[config.mk]
export PLATFORM = sky130hd
export DESIGN_NAME = cla_serial_controller_flat
export DESIGN_NICKNAME = d
export VERILOG_FILES = /design/src/rtl/cla_pkg.sv /design/src/rtl/cla_serial_controller_if.sv /design/src/rtl/carry_look_ahead_adder.sv /design/src/rtl/cla_serial_controller.sv /design/src/flat_wrapper.sv
export SDC_FILE = /design/constraint.sdc
export NUM_CORES = 1
export LEC_CHECK = 0
export BUFFER_PORTS_ARGS = -buffer_cell sky130_fd_sc_hd__buf_4
export CORE_MARGIN = 3
export CORE_UTILIZATION = 40
export CTS_CLUSTER_DIAMETER = 80
export DETAILED_ROUTE_END_ITERATION = 8
export RECOVER_POWER = 50
export SLEW_MARGIN = 20
export SYNTH_ARGS = -nofsm -noshare
export SYNTH_HDL_FRONTEND = slang
export SYNTH_SLANG_ARGS = --single-unit
[constraint.sdc]
create_clock -name clk -period 5.9 [get_ports clk]
set_input_delay 0.885 -clock clk [delete_from_list [all_inputs] [get_ports clk]]
set_output_delay 0.885 -clock clk [all_outputs]
set_load 0.005 [all_outputs]
[src/rtl/cla_pkg.sv]
// Shared types and constants for the serial carry-look-ahead controller.
package cla_pkg;

  localparam int unsigned NIBBLE_W = 4;

  typedef enum logic [1:0] {
    IDLE,
    RUN,
    DONE
  } state_t;

endpackage

[src/rtl/cla_serial_controller_if.sv]
// Operand/result bus of the serial CLA controller.
// The sub signal exists only when CLA_SERIAL_SUB_EN is defined.
interface cla_serial_controller_if
  import cla_pkg::*;
#(
  parameter int unsigned NIBBLES = 4
);

  localparam int unsigned W = NIBBLE_W * NIBBLES;

  logic         start;
  logic [W-1:0] A;
  logic [W-1:0] B;
  logic         cinput;
`ifdef CLA_SERIAL_SUB_EN
  logic         sub;
`endif
  logic         busy;
  logic         done;
  logic [W-1:0] Sum;
  logic         Cout;

`ifdef CLA_SERIAL_SUB_EN
  modport master (
    output start, A, B, cinput, sub,
    input  busy, done, Sum, Cout
  );

  modport slave (
    input  start, A, B, cinput, sub,
    output busy, done, Sum, Cout
  );
`else
  modport master (
    output start, A, B, cinput,
    input  busy, done, Sum, Cout
  );

  modport slave (
    input  start, A, B, cinput,
    output busy, done, Sum, Cout
  );
`endif

endinterface

[src/rtl/carry_look_ahead_adder.sv]
// One 4-bit carry-look-ahead slice: all carries formed directly from generate/propagate.
module carry_look_ahead_adder
  import cla_pkg::*;
(
  input  logic [NIBBLE_W-1:0] a,
  input  logic [NIBBLE_W-1:0] b,
  input  logic                cin,
  output logic [NIBBLE_W-1:0] sum,
  output logic                cout
);

  logic [NIBBLE_W-1:0] p;
  logic [NIBBLE_W-1:0] g;
  logic [NIBBLE_W:0]   c;

  assign p = a ^ b;
  assign g = a & b;

  assign c[0] = cin;
  assign c[1] = g[0] | (p[0] & cin);
  assign c[2] = g[1] | (p[1] & g[0]) | (p[1] & p[0] & cin);
  assign c[3] = g[2] | (p[2] & g[1]) | (p[2] & p[1] & g[0]) | (p[2] & p[1] & p[0] & cin);
  assign c[4] = g[3] | (p[3] & g[2]) | (p[3] & p[2] & g[1]) | (p[3] & p[2] & p[1] & g[0])
              | (p[3] & p[2] & p[1] & p[0] & cin);

  assign sum  = p ^ c[NIBBLE_W-1:0];
  assign cout = c[NIBBLE_W];

endmodule

[src/rtl/cla_serial_controller.sv]
// Nibble-serial adder: one CLA slice reused over NIBBLES cycles, result held until next start.
// Define CLA_SERIAL_SUB_EN to add the sub input (A - B, Cout=1 means no borrow).
module cla_serial_controller
  import cla_pkg::*;
#(
  parameter int unsigned NIBBLES = 4
) (
  input logic                    clk,
  input logic                    rst,
  cla_serial_controller_if.slave bus
);

  localparam int unsigned W    = NIBBLE_W * NIBBLES;
  localparam int unsigned IdxW = (NIBBLES > 1) ? $clog2(NIBBLES) : 1;

  state_t          state_q;
  logic [IdxW-1:0] idx_q;
  logic [W-1:0]    a_q;
  logic [W-1:0]    b_q;
  logic            carry_q;
  logic [W-1:0]    sum_q;
  logic            cout_q;
  logic            busy_q;
  logic            done_q;
`ifdef CLA_SERIAL_SUB_EN
  logic            sub_q;
`endif

  logic [NIBBLE_W-1:0] slice_a;
  logic [NIBBLE_W-1:0] slice_b;
  logic [NIBBLE_W-1:0] slice_b_raw;
  logic [NIBBLE_W-1:0] slice_s;
  logic                slice_co;
  logic                carry_init;

  assign slice_a     = a_q[idx_q*NIBBLE_W +: NIBBLE_W];
  assign slice_b_raw = b_q[idx_q*NIBBLE_W +: NIBBLE_W];

`ifdef CLA_SERIAL_SUB_EN
  // Two's-complement subtract: invert B per slice and seed the carry with 1.
  assign slice_b    = sub_q ? ~slice_b_raw : slice_b_raw;
  assign carry_init = bus.sub ? 1'b1 : bus.cinput;
`else
  assign slice_b    = slice_b_raw;
  assign carry_init = bus.cinput;
`endif

  carry_look_ahead_adder u_cla (
    .a    (slice_a),
    .b    (slice_b),
    .cin  (carry_q),
    .sum  (slice_s),
    .cout (slice_co)
  );

  always_ff @(posedge clk or posedge rst) begin
    if (rst) begin
      state_q <= IDLE;
      idx_q   <= '0;
      a_q     <= '0;
      b_q     <= '0;
      carry_q <= 1'b0;
      sum_q   <= '0;
      cout_q  <= 1'b0;
      busy_q  <= 1'b0;
      done_q  <= 1'b0;
`ifdef CLA_SERIAL_SUB_EN
      sub_q   <= 1'b0;
`endif
    end else begin
      done_q <= 1'b0;
      case (state_q)
        IDLE: begin
          if (bus.start) begin
            a_q     <= bus.A;
            b_q     <= bus.B;
            carry_q <= carry_init;
`ifdef CLA_SERIAL_SUB_EN
            sub_q   <= bus.sub;
`endif
            idx_q   <= '0;
            sum_q   <= '0;
            cout_q  <= 1'b0;
            busy_q  <= 1'b1;
            state_q <= RUN;
          end
        end
        RUN: begin
          sum_q[idx_q*NIBBLE_W +: NIBBLE_W] <= slice_s;
          carry_q                            <= slice_co;
          // idx stops at the last nibble rather than wrapping.
          if (idx_q == IdxW'(NIBBLES - 1)) begin
            cout_q  <= slice_co;
            state_q <= DONE;
          end else begin
            idx_q <= idx_q + 1'b1;
          end
        end
        DONE: begin
          done_q  <= 1'b1;
          busy_q  <= 1'b0;
          state_q <= IDLE;
        end
        default: state_q <= IDLE;
      endcase
    end
  end

  assign bus.busy = busy_q;
  assign bus.done = done_q;
  assign bus.Sum  = sum_q;
  assign bus.Cout = cout_q;

endmodule

[src/flat_wrapper.sv]
// flat-port wrapper written by rule: the top's interface ports become plain ports
module cla_serial_controller_flat import cla_pkg::*;
#(
  parameter int unsigned NIBBLES = 4
)
  (clk, rst, bus_start, bus_A, bus_B, bus_cinput, bus_busy, bus_done, bus_Sum, bus_Cout);
  cla_serial_controller_if #(.NIBBLES(NIBBLES)) bus_i ();
  input logic clk;
  input logic rst;
  input wire logic [$bits(bus_i.start)-1:0] bus_start;
  input wire logic [$bits(bus_i.A)-1:0] bus_A;
  input wire logic [$bits(bus_i.B)-1:0] bus_B;
  input wire logic [$bits(bus_i.cinput)-1:0] bus_cinput;
  output wire logic [$bits(bus_i.busy)-1:0] bus_busy;
  output wire logic [$bits(bus_i.done)-1:0] bus_done;
  output wire logic [$bits(bus_i.Sum)-1:0] bus_Sum;
  output wire logic [$bits(bus_i.Cout)-1:0] bus_Cout;
  assign bus_i.start = bus_start;
  assign bus_i.A = bus_A;
  assign bus_i.B = bus_B;
  assign bus_i.cinput = bus_cinput;
  assign bus_busy = bus_i.busy;
  assign bus_done = bus_i.done;
  assign bus_Sum = bus_i.Sum;
  assign bus_Cout = bus_i.Cout;
  cla_serial_controller #(.NIBBLES(NIBBLES)) u_core (.clk(clk), .rst(rst), .bus(bus_i));
endmodule
Word-level counts from Yosys, hierarchy flattened
Index checks and enable logic that the tools add are counted.
{"block": "word_totals", "reg_bits": 56, "latch_bits": 0, "mem_bits_rw": 0, "mem_bits_ro": 0, "input_bits": 36, "output_inout_bits": 19, "wordCells": 76, "memories": 0}
{"block": "classes", "n_addsub": 2, "mul": 0, "div_mod_pow": 0, "magnitude_cmp": 0, "eq_ne": 6, "shifts": 4, "n_mux": 17, "bitwise_logic": 29, "n_reduce_logical": 9}
{"operator": "$neg 4->34", "count": 1}
{"operator": "$shift 4x34->16 const A", "count": 1}
{"operator": "$shiftx 4x34->16", "count": 1}
{"operator": "$pmux 16 s2", "count": 1}
{"operator": "$shiftx 16x5->4", "count": 2}
{"operator": "$and 1x1->1", "count": 16}
{"operator": "$bwmux 16", "count": 1}
{"operator": "$mux 16", "count": 1}
{"operator": "$or 1x1->1", "count": 10}
{"operator": "$mux 2", "count": 4}
{"operator": "$pmux 2 s2", "count": 2}
{"operator": "$reduce_and 2->1", "count": 4}
{"operator": "$xor 4x4->4", "count": 2}
{"operator": "$pmux 1 s2", "count": 3}
{"operator": "$reduce_and 3->1", "count": 2}
{"operator": "$mux 1", "count": 5}
{"operator": "$and 4x4->4", "count": 1}
{"operator": "$eq 2x2->1 const B", "count": 2}
{"operator": "$ne 2x2->1 const B", "count": 2}
{"operator": "$reduce_bool 2->1", "count": 2}
{"operator": "$add 2x1->2 const B", "count": 1}
{"operator": "$eq 2x1->1 const B", "count": 1}
{"operator": "$logic_not 2->1", "count": 1}
{"operator": "$ne 2x1->1 const B", "count": 1}

Depth between registers and ports, before layout
Gate-level depths: netlist of the first run.
{"block": "depth", "ltp_word": 10, "depth_mapped": 8}

Cells and area by module
From an unflattened synthesis of the first run, not the netlist that was laid out.
{"block": "unflattened", "cells_unflattened": 181, "area_unflattened_um2": 2671.3}
{"module": "cla_serial_controller", "n_inst": 1, "cells_each": 164, "area_per_inst_um2": 2523.7}
{"module": "carry_look_ahead_adder", "n_inst": 1, "cells_each": 17, "area_per_inst_um2": 147.6}

Least setup slack after synthesis of the first run
No wires, ideal clock.
{"block": "synth_path", "path_type": "reg-to-reg", "start": "register u_core.idx_q[0]", "end": "register u_core.sum_q[10] (netlist: u_core.bus.Sum[10])", "setup_ps": 121, "t_arrival_ps": 2326, "slack_ps": 3453, "path_stages_with_launch": 9, "n_path_buf": 2, "synth_period_minus_slack_ps": 2447, "path_cell_list": "dfrtp_1 > buf_2 > buf_2 > mux4_2 > ha_1 > a21o_1 > a21oi_1 > xnor2_1 > a22o_1"}
{"block": "synth_via", "elab_chain_cells": 10, "elab_cells_between_ends": 25, "cone_classes": "add/sub: 1; shift: 4; mux: 2; bitwise: 18"}
{"item": "start: declaration", "line_no": "cla_serial_controller.sv:17", "source": "logic [IdxW-1:0] idx_q;"}
{"item": "start signal: assignment", "line_no": "cla_serial_controller.sv:96", "source": "idx_q <= idx_q + 1'b1;"}
{"item": "$shiftx 16x5->4 (on tied branches)", "line_no": "cla_serial_controller.sv:36, cla_serial_controller.sv:37"}
{"item": "$xor 4x4->4 / $and 4x4->4 (equally long branches)", "line_no": "carry_look_ahead_adder.sv:16, carry_look_ahead_adder.sv:17"}
{"item": "$and 1x1->1", "line_no": "carry_look_ahead_adder.sv:22", "source": "assign c[3] = g[2] | (p[2] & g[1]) | (p[2] & p[1] & g[0]) | (p[2] & p[1] & p[0] & cin);"}
{"item": "$or 1x1->1 / $and 1x1->1 (equally long branches) (2 in series)", "line_no": "carry_look_ahead_adder.sv:22"}
{"item": "$or 1x1->1", "line_no": "carry_look_ahead_adder.sv:22"}
{"item": "$xor 4x4->4", "line_no": "carry_look_ahead_adder.sv:26", "source": "assign sum = p ^ c[NIBBLE_W-1:0];"}
{"item": "$shiftx 4x34->16", "line_no": "cla_serial_controller.sv:89", "source": "sum_q[idx_q*NIBBLE_W +: NIBBLE_W] <= slice_s;"}
{"item": "$bwmux 16 (*)", "line_no": "cla_serial_controller.sv:89"}
{"item": "$pmux 16 s2 (*)", "line_no": "cla_serial_controller.sv:72", "source": "case (state_q)"}
{"item": "end signal: indexed assignment", "line_no": "cla_serial_controller.sv:89"}
{"item": "end: declaration", "line_no": "cla_serial_controller.sv:21", "source": "logic [W-1:0] sum_q;"}
Mark *: on every way between the ends. The rest lies on a longest branch, timed or not.
A chain may end at the register's enable or synchronous reset.

==> results_dict.tcl, run 1 <==
set metrics [dict create \
    grt_first_pass_wirelength_um 8810 \
    drt-total-wl_um 4990 \
    violations "max-capacitance violations, max-slew violations" \
    pre_cts_ws_ns 3.21 \
    ant_nets 0 \
    slowest_delay_ns 2.06 \
    p_switching_mw 0.685 \
    detail_route.vias_per_cell 5.19 \
    r2r_setup_slack_ns 3.22 \
    hp-class "reg2reg" \
    initial_core_util_pct 42.9 \
    startpoint "rst" \
    die_h_um 87.1 \
    fin_crit_sh_pct 56.5 \
    grtUsageTotal_pct 14.8 \
    irDropWorstVdd_v 0.000237 \
    maxCapViolCount 1 \
    cp.arrival_ns 3.12 \
    critPathBufInv 3 \
    relSlewSlack_pct -95.0 \
    h-tree-depth 2 \
    crit_path_max_fanout 56 \
    critPathCapture "u_core.b_q[11]$_DFFE_PP0P_" \
    place.gp.congestion 0.761 \
    crit_slowest_cell "clkbuf_1" \
    cts_buffer_depth 2 \
    setup-tns-final_ns 0 \
    worst_r2r_path_depth 6 \
    dp.cells 312 \
    combPwrFrac_pct 49.9 \
    synth_nets 236 \
    report.final.slew_viol_count 57 \
    worst_r2r_endpoint "u_core.bus.Sum[6]$_DFFE_PP0P_" \
    port_buffers 54 \
    synthDistinctLibCells 33 \
    drc 0 \
    worst_setup_hold_path_clk_slew_ns 0.09 \
    setup_violations 0 \
    pwr-share-seq_pct 38.7 \
    core-area_sq_mm 0.00613 \
    leakage_nw 1.47 \
    routed-via-count 1657 \
    synth.avg_cell_area_sq_um 13.8 \
    cts_buffers 5 \
    postCtsSetupRepairBufs 0 \
    cts_resized 0 \
    multi_input_area_sq_mm 0.00113 \
    crit_cells 3 \
    cts_tree "done" \
    swShare_pct 39.1 \
    antenna_found_initial 0 \
    drtIter0Drc 84 \
    setup_slack_ns 2.57 \
    rsz0062_at_grt "false" \
    grt_pass1_vias 1757 \
    worst_slew_pin_slew_ns 2.93 \
    nets 290 \
    dp_hpwl_um 3690 \
    yosys_register_bits 56 \
    cp_cell_sequence "clkbuf_4 -> inv_1 -> clkbuf_1" \
    wl_per_cell_um 15.6 \
    p_per_area_mw_per_mm2 558 \
    antenna_cells 0 \
    synth-seq-area-share_pct 53.3 \
    clkPwrFrac_pct 11.5 \
    dr.pass1.iters 4 \
    outcome "finished with violations" \
    critPathCaptureType "async pin" \
    final_cells 319 \
    netlist_instances 190 \
    clk_latency_ns 0.31 \
    overflow 0 \
    rows 28 \
    ios 55 \
    start_kind "input port" \
    cts.sinks 56 \
    drive_gt1_share_pct 31.1 \
    grt_max_degree 57 \
    ctsHoldBuffers 0 \
    die_width_um 87.1 \
    finClkSkew_ns 0.0136 \
    finalHoldViolations 0 \
    n_fill_cell 545 \
    ys_warn_count 0 \
    fin_crit_ns 3.33 \
    regToRegStartpoint "u_core.idx_q[0]$_DFFE_PP0P_" \
    fmax_mhz 300 \
    area_growth_pct 19.4 \
    path_class "in2async" \
    seqCellArea_sq_mm 0.00140 \
    syn-cell-area_sq_mm 0.00263 \
    crit_family "buffers and inverters" \
    clk_root_buffer_cell "clkbuf_8" \
    required_ns 5.69 \
    die-area_sq_mm 0.00759 \
    intPower_mw 1.07 \
]
-- logic make-up (layout without fill, tap and decap cells) --
family | count (synthesis) | count (layout) | share of synthesized area [%]
compound gates | 34 | 34 | 9.13
flops | 56 | 56 | 53.3
buf+inv | 16 | 70 | 3.66
mux | 42 | 42 | 21.4
fa+ha+maj | 10 | 10 | 5.04
xor+xnor | 2 | 2 | 0.666
simple gates | 30 | 30 | 6.89
-- worst min-delay path by stage --
stage / slack (ns) / endpoint / depth (start not counted) / from
global placement: 0.47 / u_core.b_q[2]$_DFFE_PP0P_ / 1 / u_core.b_q[2]$_DFFE_PP0P_
detailed placement: 0.47 / u_core.a_q[10]$_DFFE_PP0P_ / 1 / u_core.a_q[10]$_DFFE_PP0P_
global route: 0.51 / u_core.a_q[10]$_DFFE_PP0P_ / 1 / u_core.a_q[10]$_DFFE_PP0P_
floorplan: 0.45 / u_core.a_q[10]$_DFFE_PP0P_ / 1 / u_core.a_q[10]$_DFFE_PP0P_
finish: 0.49 / u_core.b_q[2]$_DFFE_PP0P_ / 1 / u_core.b_q[2]$_DFFE_PP0P_
CTS: 0.50 / u_core.a_q[10]$_DFFE_PP0P_ / 1 / u_core.a_q[10]$_DFFE_PP0P_
-- routing by layer --
layer	GRT usage (%)	vias to the layer above	part of all wire [%]
met5	0	-	0
met4	4.18	0	1.1
met3	3.69	5	5.9
met2	23.1	38	45
met1	20.6	820	48
li1	-	794	-
-- registers in the layout, summed over array words and instances (netlist names) --
signal,flops
u_core.a_q,16
u_core.b_q,16
u_core.bus.Sum,16
u_core.idx_q,2
u_core.state_q,2
u_core.bus.Cout,1
u_core.bus.busy,1
u_core.bus.done,1
u_core.carry_q,1
-- power by group through the flow --
stage          Sequential (mW)  Clock (mW)  Combinational [mW]
5_1_grt                  0.707       0.224               0.987
3_5_place_dp             0.690           0               0.889
6_report                 0.677       0.201               0.874
2_1_floorplan            0.625           0               0.700
3_3_place_gp             0.688           0               0.869
4_1_cts                  0.681       0.208               0.892
-- worst register-to-register path, stage by stage (launching register included) --
cell and delay, ns:
dfrtp_1 0.84, mux4_2 0.65, ha_1 0.36, a21o_1 0.19
a21oi_1 0.17, xnor2_1 0.15, a22o_1 0.22
-- synthesized netlist by cell type, drive strengths merged --
| cell | instances | share of area (%) |
|---|---|---|
| a211oi | 1 | 0.29 |
| a21o | 5 | 1.4 |
| a21oi | 4 | 0.90 |
| a22o | 12 | 4.0 |
| a31o | 1 | 0.33 |
| and3 | 2 | 0.48 |
| buf | 7 | 2.4 |
| clkbuf | 1 | 0.14 |
| dfrtp | 56 | 53 |
| fa | 1 | 0.76 |
| ha | 9 | 4.3 |
| inv | 8 | 1.1 |
| mux2 | 33 | 14 |
| mux2i | 1 | 0.38 |
| mux4 | 8 | 6.8 |
| nand2 | 11 | 1.6 |
| nand2b | 4 | 0.95 |
| nand3 | 3 | 0.57 |
| nor2 | 5 | 1.3 |
| nor2b | 2 | 0.48 |
| nor3b | 1 | 0.48 |
| nor4 | 1 | 0.48 |
| nor4b | 1 | 0.57 |
| o21ai | 9 | 1.7 |
| o22ai | 2 | 0.48 |
| xnor2 | 1 | 0.33 |
| xor2 | 1 | 0.33 |
-- layout by cell type (no fill, tap or decap), types with 5 or more instances in the layout --
cell and count:
a21o_1 5, a22o_1 12, buf_4 47, clkbuf_4 7, clkbuf_8 5, dfrtp_1 56
ha_1 9, inv_1 8, mux2_1 30, mux4_2 8, nand2_1 11, o21ai_0 8
-- cell type report --
type                    instances  area share [%]
clock buffers                   6            2.31
clock inverters                 1           0.159
inverters                       8           0.956
multi-input cells             118            36.0
flip-flops and latches         56            44.6
well taps                      75            2.99
repair buffers                 55            13.0
-- metrics by stage --
| stage | hold WS [ns] | util (%) | instance area (sq um) | power [mW] |
|---|---|---|---|---|
| global placement | 0.466 | 50.1 | 3070 | 1.56 |
| CTS | 0.496 | 51.4 | 3150 | 1.78 |
| finish | 0.489 | 51.2 | 3140 | 1.75 |
| floorplan | 0.452 | - | 2630 | 1.32 |
| detailed placement | 0.474 | 50.1 | 3070 | 1.58 |
| global route | 0.512 | 51.2 | 3140 | 1.92 |
(Power assumes the default switching activity.)
==> inputs of run 2 (changes only) <==
--- a/config.mk
+++ b/config.mk
@@ -5,6 +5,7 @@
 export SDC_FILE = /design/constraint.sdc
 export NUM_CORES = 1
 export LEC_CHECK = 0
+export ABC_AREA = 1
 export BUFFER_PORTS_ARGS = -buffer_cell sky130_fd_sc_hd__buf_4
 export CORE_MARGIN = 3
 export CORE_UTILIZATION = 40
==> constraint.sdc (replaced) <==
create_clock -name clk -period 2.7 [get_ports clk]
set_input_delay 0.405 -clock clk [delete_from_list [all_inputs] [get_ports clk]]
set_output_delay 0.405 -clock clk [all_outputs]
set_load 0.005 [all_outputs]
==> run 2 against run 1 <==
The run now ends clean. Clock power increased by 110%. Sequential power up 110%. Synthesized area increased by 2.2%. Hold slack worse by 0.19 ns. Non-clock buffer count up 3. Critical endpoint is now u_core.bus.Sum[7]$_DFFE_PP0P_. Highest routed layer unchanged.
==> results_dict.tcl, run 2 <==
set metrics [dict create \
    outcome "finished clean" \
    hp-class "in2reg" \
    nets 424 \
    report.final.slew_viol_count 0 \
    initial_core_util_pct 41.9 \
    yosys_register_bits 56 \
    grt_pass1_vias 2252 \
    synth_common_cells "nand2_1 (130), dfrtp_1 (56), o21ai_0 (28)" \
    dp.cells 448 \
    drtIter0Drc 116 \
    fin_crit_sh_pct 90.6 \
    dr.pass1.iters 4 \
    cts_tree "done" \
    synth_ff_type "dfrtp_1" \
    die_h_um 88.0 \
    fin_crit_ns 2.45 \
    synth_nets 370 \
    mostFrequentLayoutCells "nand2_1 (130), dfrtp_1 (56), buf_4 (49)" \
    drive_gt1_share_pct 20.1 \
    synth-seq-area-share_pct 52.1 \
    path_class "reg2reg" \
    cp.arrival_ns 2.69 \
    synthTopCellsByArea "dfrtp_1 (52%), nand2_1 (18%), o21ai_0 (5.2%)" \
    final_area_sq_mm 0.00324 \
    worst_slew_pin_slew_ns 1.26 \
    wl_per_cell_um 12.9 \
    dpl_cell_area_sq_mm 0.00317 \
    drc 0 \
    drt-total-wl_um 5860 \
    cpMostUsedCell "nand2_1" \
    startpoint "u_core.idx_q[1]$_DFFE_PP0P_" \
    grt_max_degree 39 \
    final_common_cell "nand2_1" \
    syn-cell-area_sq_mm 0.00269 \
    rows 29 \
    crit_family "simple AND/OR/NAND/NOR gates" \
    irDropWorstVdd_v 0.000438 \
    overflow 0 \
    worst_setup_hold_path_clk_slew_ns 0.09 \
    ys_warn_count 0 \
    ios 55 \
    leakage_nw 1.74 \
    synth-async-reset-ratio_pct 100 \
    slowest_delay_ns 0.54 \
    p_per_area_mw_per_mm2 1180 \
    pre_cts_ws_ns 0.236 \
    finalHoldViolations 0 \
    synthDistinctLibCells 26 \
    holdCritStartpoint "bus_B[2]" \
    grt_first_pass_wirelength_um 10200 \
    crit_slowest_cell "dfrtp_1" \
    h-tree-depth 2 \
    critPathBufInv 1 \
    finClkSkew_ns 0.00356 \
    clk_latency_ns 0.30 \
    setup_slack_ns 0.254 \
    area_growth_pct 20.7 \
    fmax_mhz 409 \
    cts_resized 0 \
    start_kind "flop" \
    cts.sinks 56 \
    cts_buffer_depth 2 \
    place.gp.congestion 0.861 \
    ant_nets 0 \
    core-area_sq_mm 0.00642 \
    clk_root_buffer_cell "clkbuf_8" \
    dp_hpwl_um 4480 \
    yosys.area.top_type_share_pct 52.1 \
    antenna_cells 0 \
    antenna_found_initial 0 \
    postCtsSetupRepairBufs 0 \
    crit_path_max_fanout 11 \
    final_cells 455 \
    maxCapViolCount 0 \
    cts_buffers 5 \
    rsz0062_at_grt "false" \
    critPathCaptureType "flop" \
    port_buffers 54 \
    die-area_sq_mm 0.00774 \
    routed-via-count 2196 \
    synth_area_leader_cell "dfrtp_1" \
    synth_edf_count 0 \
    ctsHoldBuffers 0 \
    detail_route.vias_per_cell 4.83 \
    relSlewSlack_pct 16.3 \
    setup_violations 0 \
    synth_most_common_cell "nand2_1" \
    regToRegStartpoint "u_core.idx_q[1]$_DFFE_PP0P_" \
    cp_cell_sequence "clkinv_1 -> o21ai_0 -> o22ai_1 -> ha_1 -> nand2_1 -> nand2_1 -> nor2_1 -> nand2_1 -> nand2_1 -> nand3_1 -> nor2_1 -> nand2_1 -> nand2_1" \
    grtUsageTotal_pct 16.8 \
    synth.avg_cell_area_sq_um 8.30 \
    die_width_um 88.0 \
    required_ns 2.94 \
    netlist_instances 324 \
    setup-tns-final_ns 0 \
]
-- run 2: cell types whose count changed in the layout (fill, tap and decap cells not counted), sizes merged, moves of 5 or more --
cell / delta
a21o: -5
a22o: -12
inv: +14
mux2: -33
mux4: -8
nand2: +120
nand3: +11
nor2: +25
o21ai: +23
o22ai: +8
-- run 2: report_power, final --
| group | switching, mW | total (mW) | internal (mW) | leakage (nW) |
|---|---|---|---|---|
| Clock | 0.254 | 0.432 | 0.177 | 0.0410 |
| Sequential | 0.227 | 1.40 | 1.17 | 0.718 |
| Combinational | 1.22 | 1.98 | 0.761 | 0.977 |
-- run 2: through the flow --
| step | hold slack [ns] | utilization [%] | power (mW) |
|---|---|---|---|
| after global placement | 0.453 | 49.4 | 3.40 |
| final | 0.297 | 50.5 | 3.81 |
| after detailed placement | 0.458 | 49.4 | 3.43 |
| after CTS | 0.199 | 50.6 | 3.87 |
| after floorplan | 0.437 | - | 2.86 |
| after global routing | 0.289 | 50.5 | 4.23 |
-- run 2: kinds of logic (layout without fill, tap and decap cells) --
family | count (synthesis) | after routing | synth area share, %
buf+inv | 34 | 88 | 5.49
compound gates | 45 | 45 | 9.26
fa+ha+maj | 10 | 10 | 4.93
simple gates | 176 | 176 | 27.2
xor+xnor | 3 | 3 | 0.977
flops | 56 | 56 | 52.1
-- run 2: worst paths after layout --
path	to	slack, ns	cells past startpoint
hold / removal	u_core.b_q[2]$_DFFE_PP0P_	0.30	3
setup / recovery	u_core.bus.Sum[7]$_DFFE_PP0P_	0.25	13
hold reg to reg	u_core.a_q[10]$_DFFE_PP0P_	0.48	2
min in group asynchronous	u_core.a_q[7]$_DFFE_PP0P_	0.36	2
setup reg to reg	u_core.bus.Sum[7]$_DFFE_PP0P_	0.25	13
max in group asynchronous	u_core.bus.Sum[11]$_DFFE_PP0P_	0.53	3
-- run 2: layout make-up --
type | instances | area, sq um
Inverter | 23 | 88.8
Sequential cell | 56 | 1400
Clock inverter | 1 | 5.00
Tap cell | 77 | 96.3
Multi-Input combinational cell | 234 | 1140
Clock buffer | 6 | 72.6
Fill cell | 629 | 3180
Timing Repair Buffer | 58 | 440
-- run 2: tightest hold or removal path, delay by kind of cell --
family | cells | cell delay [ns]
buffers and inverters | 1 | 0.07
AND/OR/NAND/NOR | 2 | 0.09
-- run 2: layer usage --
layer / part of all wire [%] / track usage, % / up-vias
met2: 49 / 29.1 / 50
met1: 46 / 21.3 / 1014
met5: 0 / 0 / -
met4: 0.72 / 5.02 / 0
li1: - / - / 1128
met3: 4.4 / 3.01 / 4
==> inputs of run 3 (changes only) <==
--- a/config.mk
+++ b/config.mk
@@ -11,6 +11,7 @@
 export CORE_UTILIZATION = 40
 export CTS_CLUSTER_DIAMETER = 80
 export DETAILED_ROUTE_END_ITERATION = 8
+export PLACE_DENSITY_LB_ADDON = 0.15
 export RECOVER_POWER = 50
 export SLEW_MARGIN = 20
 export SYNTH_ARGS = -nofsm -noshare
==> constraint.sdc (replaced) <==
create_clock -name clk -period 2.25 [get_ports clk]
set_input_delay 0.3375 -clock clk [delete_from_list [all_inputs] [get_ports clk]]
set_output_delay 0.3375 -clock clk [all_outputs]
set_load 0.005 [all_outputs]
==> run 3 against run 2 <==
Non-clock buffer count rose by 7. Critical path depth did not move. Cell count rose by 1.8%. Sequential power rose by 19%. Utilization rose by 1.6 points. Cell area rose by 3.1%. Setup slack got worse by 0.063 ns. Critical path type unchanged. Largest power group unchanged. Highest routed layer unchanged.
==> results_dict.tcl, run 3 (synthesized netlist as in run 2, its figures left out) <==
set metrics [dict create \
    fin_crit_sh_pct 91.5 \
    crit_path_max_fanout 14 \
    holdCritStartpoint "bus_A[12]" \
    cts_buffers 5 \
    relSlewSlack_pct 29.4 \
    finalHoldViolations 0 \
    setup_violations 0 \
    cp.arrival_ns 2.30 \
    clk_root_buffer_cell "clkbuf_8" \
    startpoint "u_core.idx_q[0]$_DFFE_PP0P_" \
    nets 431 \
    required_ns 2.50 \
    grt_max_degree 30 \
    ctsHoldBuffers 0 \
    dr.pass1.iters 4 \
    report.final.slew_viol_count 0 \
    rsz0062_at_grt "false" \
    detail_route.vias_per_cell 4.82 \
    start_kind "flop" \
    initial_core_util_pct 41.9 \
    routed-via-count 2233 \
    crit_slowest_cell "dfrtp_1" \
    critPathCapture "u_core.bus.Sum[7]$_DFFE_PP0P_" \
    port_buffers 54 \
    setup-tns-final_ns 0 \
    cpMostUsedCell "nand2_1" \
    drtIter0Drc 90 \
    crit_cells 13 \
    die-area_sq_mm 0.00774 \
    drive_gt1_share_pct 23.3 \
    grt_pass1_vias 2252 \
    cts_buffer_depth 2 \
    slowest_delay_ns 0.40 \
    ant_nets 0 \
    leakage_nw 1.78 \
    outcome "finished clean" \
    die_width_um 88.0 \
    die_h_um 88.0 \
    crit_family "simple AND/OR/NAND/NOR gates" \
    use_met1_pct 22.0 \
    dpl_cell_area_sq_mm 0.00323 \
    path_class "reg2reg" \
    cp_cell_sequence "buf_4 -> o21ai_0 -> o22ai_1 -> ha_1 -> nand2_1 -> nand2_1 -> nor2_1 -> nand2_1 -> nand2_1 -> nand3_1 -> nor2_2 -> nand2_1 -> nand2_1" \
    irDropWorstVdd_v 0.000589 \
    worst_slew_pin_slew_ns 1.06 \
    worst_r2r_path_depth 13 \
    final_area_sq_mm 0.00335 \
    cts.sinks 56 \
    rows 29 \
    use_met3_pct 3.39 \
    maxCapViolCount 0 \
    clk_latency_ns 0.30 \
    finClkSkew_ns 0.00761 \
    fin_crit_ns 2.06 \
    ios 55 \
    drc 0 \
    place.gp.congestion 0.867 \
    antenna_found_initial 0 \
    mostFrequentLayoutCells "nand2_1 (130), buf_4 (56), dfrtp_1 (56)" \
    fmax_mhz 486 \
    final_common_cell "nand2_1" \
    cts_tree "done" \
    wl_per_cell_um 13.1 \
    worst_setup_hold_path_clk_slew_ns 0.10 \
    hp-class "in2reg" \
    area_growth_pct 24.4 \
    h-tree-depth 2 \
    antenna_cells 0 \
    grt_first_pass_wirelength_um 10300 \
    met2_usage_pct 29.7 \
    critPathBufInv 1 \
    top_usage_layer "met2" \
    core-area_sq_mm 0.00642 \
    dp_hpwl_um 4590 \
    r2r_setup_slack_ns 0.19 \
    regToRegStartpoint "u_core.idx_q[0]$_DFFE_PP0P_" \
    grtUsageTotal_pct 17.2 \
    critPathCaptureType "flop" \
    drt-total-wl_um 6050 \
    worst_r2r_endpoint "u_core.bus.Sum[7]$_DFFE_PP0P_" \
    p_per_area_mw_per_mm2 1490 \
    overflow 0 \
]
-- run 3: changes by cell type in the layout (fill, tap and decap cells not counted), moves of 2 or more --
cell / previous run / this run
o22ai_2: 0 / 2
o21ai_0: 28 / 22
buf_4: 49 / 56
o22ai_1: 10 / 8
o21ai_1: 3 / 9
-- run 3: worst min path at each step --
| stage | to | cells past startpoint |
|---|---|---|
| 4_1_cts | u_core.bus.busy$_DFFE_PP0P_ | 2 |
| 6_report | u_core.a_q[12]$_DFFE_PP0P_ | 3 |
| 3_5_place_dp | u_core.a_q[9]$_DFFE_PP0P_ | 2 |
| 2_1_floorplan | u_core.a_q[10]$_DFFE_PP0P_ | 2 |
| 3_3_place_gp | u_core.bus.busy$_DFFE_PP0P_ | 2 |
| 5_1_grt | u_core.b_q[7]$_DFFE_PP0P_ | 3 |
-- run 3: layout make-up --
class                   count  area (sq um)
fillers                   617          3080
flip-flops and latches     56          1400
multi-input cells         234          1170
repair buffers             65           498
well taps                  77          96.3
inverters                  23          92.6
clock buffers               8          90.1
-- run 3: report_power, final --
part	internal (mW)	leakage, nW	switching (mW)
Combinational	1.12	1.02	1.63
Clock	0.252	0.0455	0.303
Sequential	1.41	0.718	0.257
-- run 3: what timing repair did --
| action | in CTS | in global routing |
|---|---|---|
| setup buffers | 0 | 1 |
| endpoints found under the setup margin | 0 | 7 |
| gates resized for setup | 0 | 12 |
-- run 3: metrics by stage --
stage	setup WS (ns)	hold WS, ns	util (%)	cells	total power [mW]
finish	0.192	0.229	52.1	463	4.97
global route	0.000500	0.225	52.1	463	5.49
CTS	0.0847	0.132	51.7	462	4.88
detailed placement	0.119	0.454	50.3	454	4.31
global placement	0.194	0.458	50.3	454	4.29
floorplan	0.146	0.437	-	324	3.43
-- run 3: metal layers --
layer / routed length, um / vias to the layer above
met5: 0 / -
met4: 73 / 0
met3: 240 / 5
met2: 3010 / 48
met1: 2720 / 1035
li1: - / 1145
-- run 3: worst min-delay path, delay by kind of cell --
kind                   cells  cell delay (ns)
buffers and inverters      1             0.07
and+or+nand+nor            2             0.09
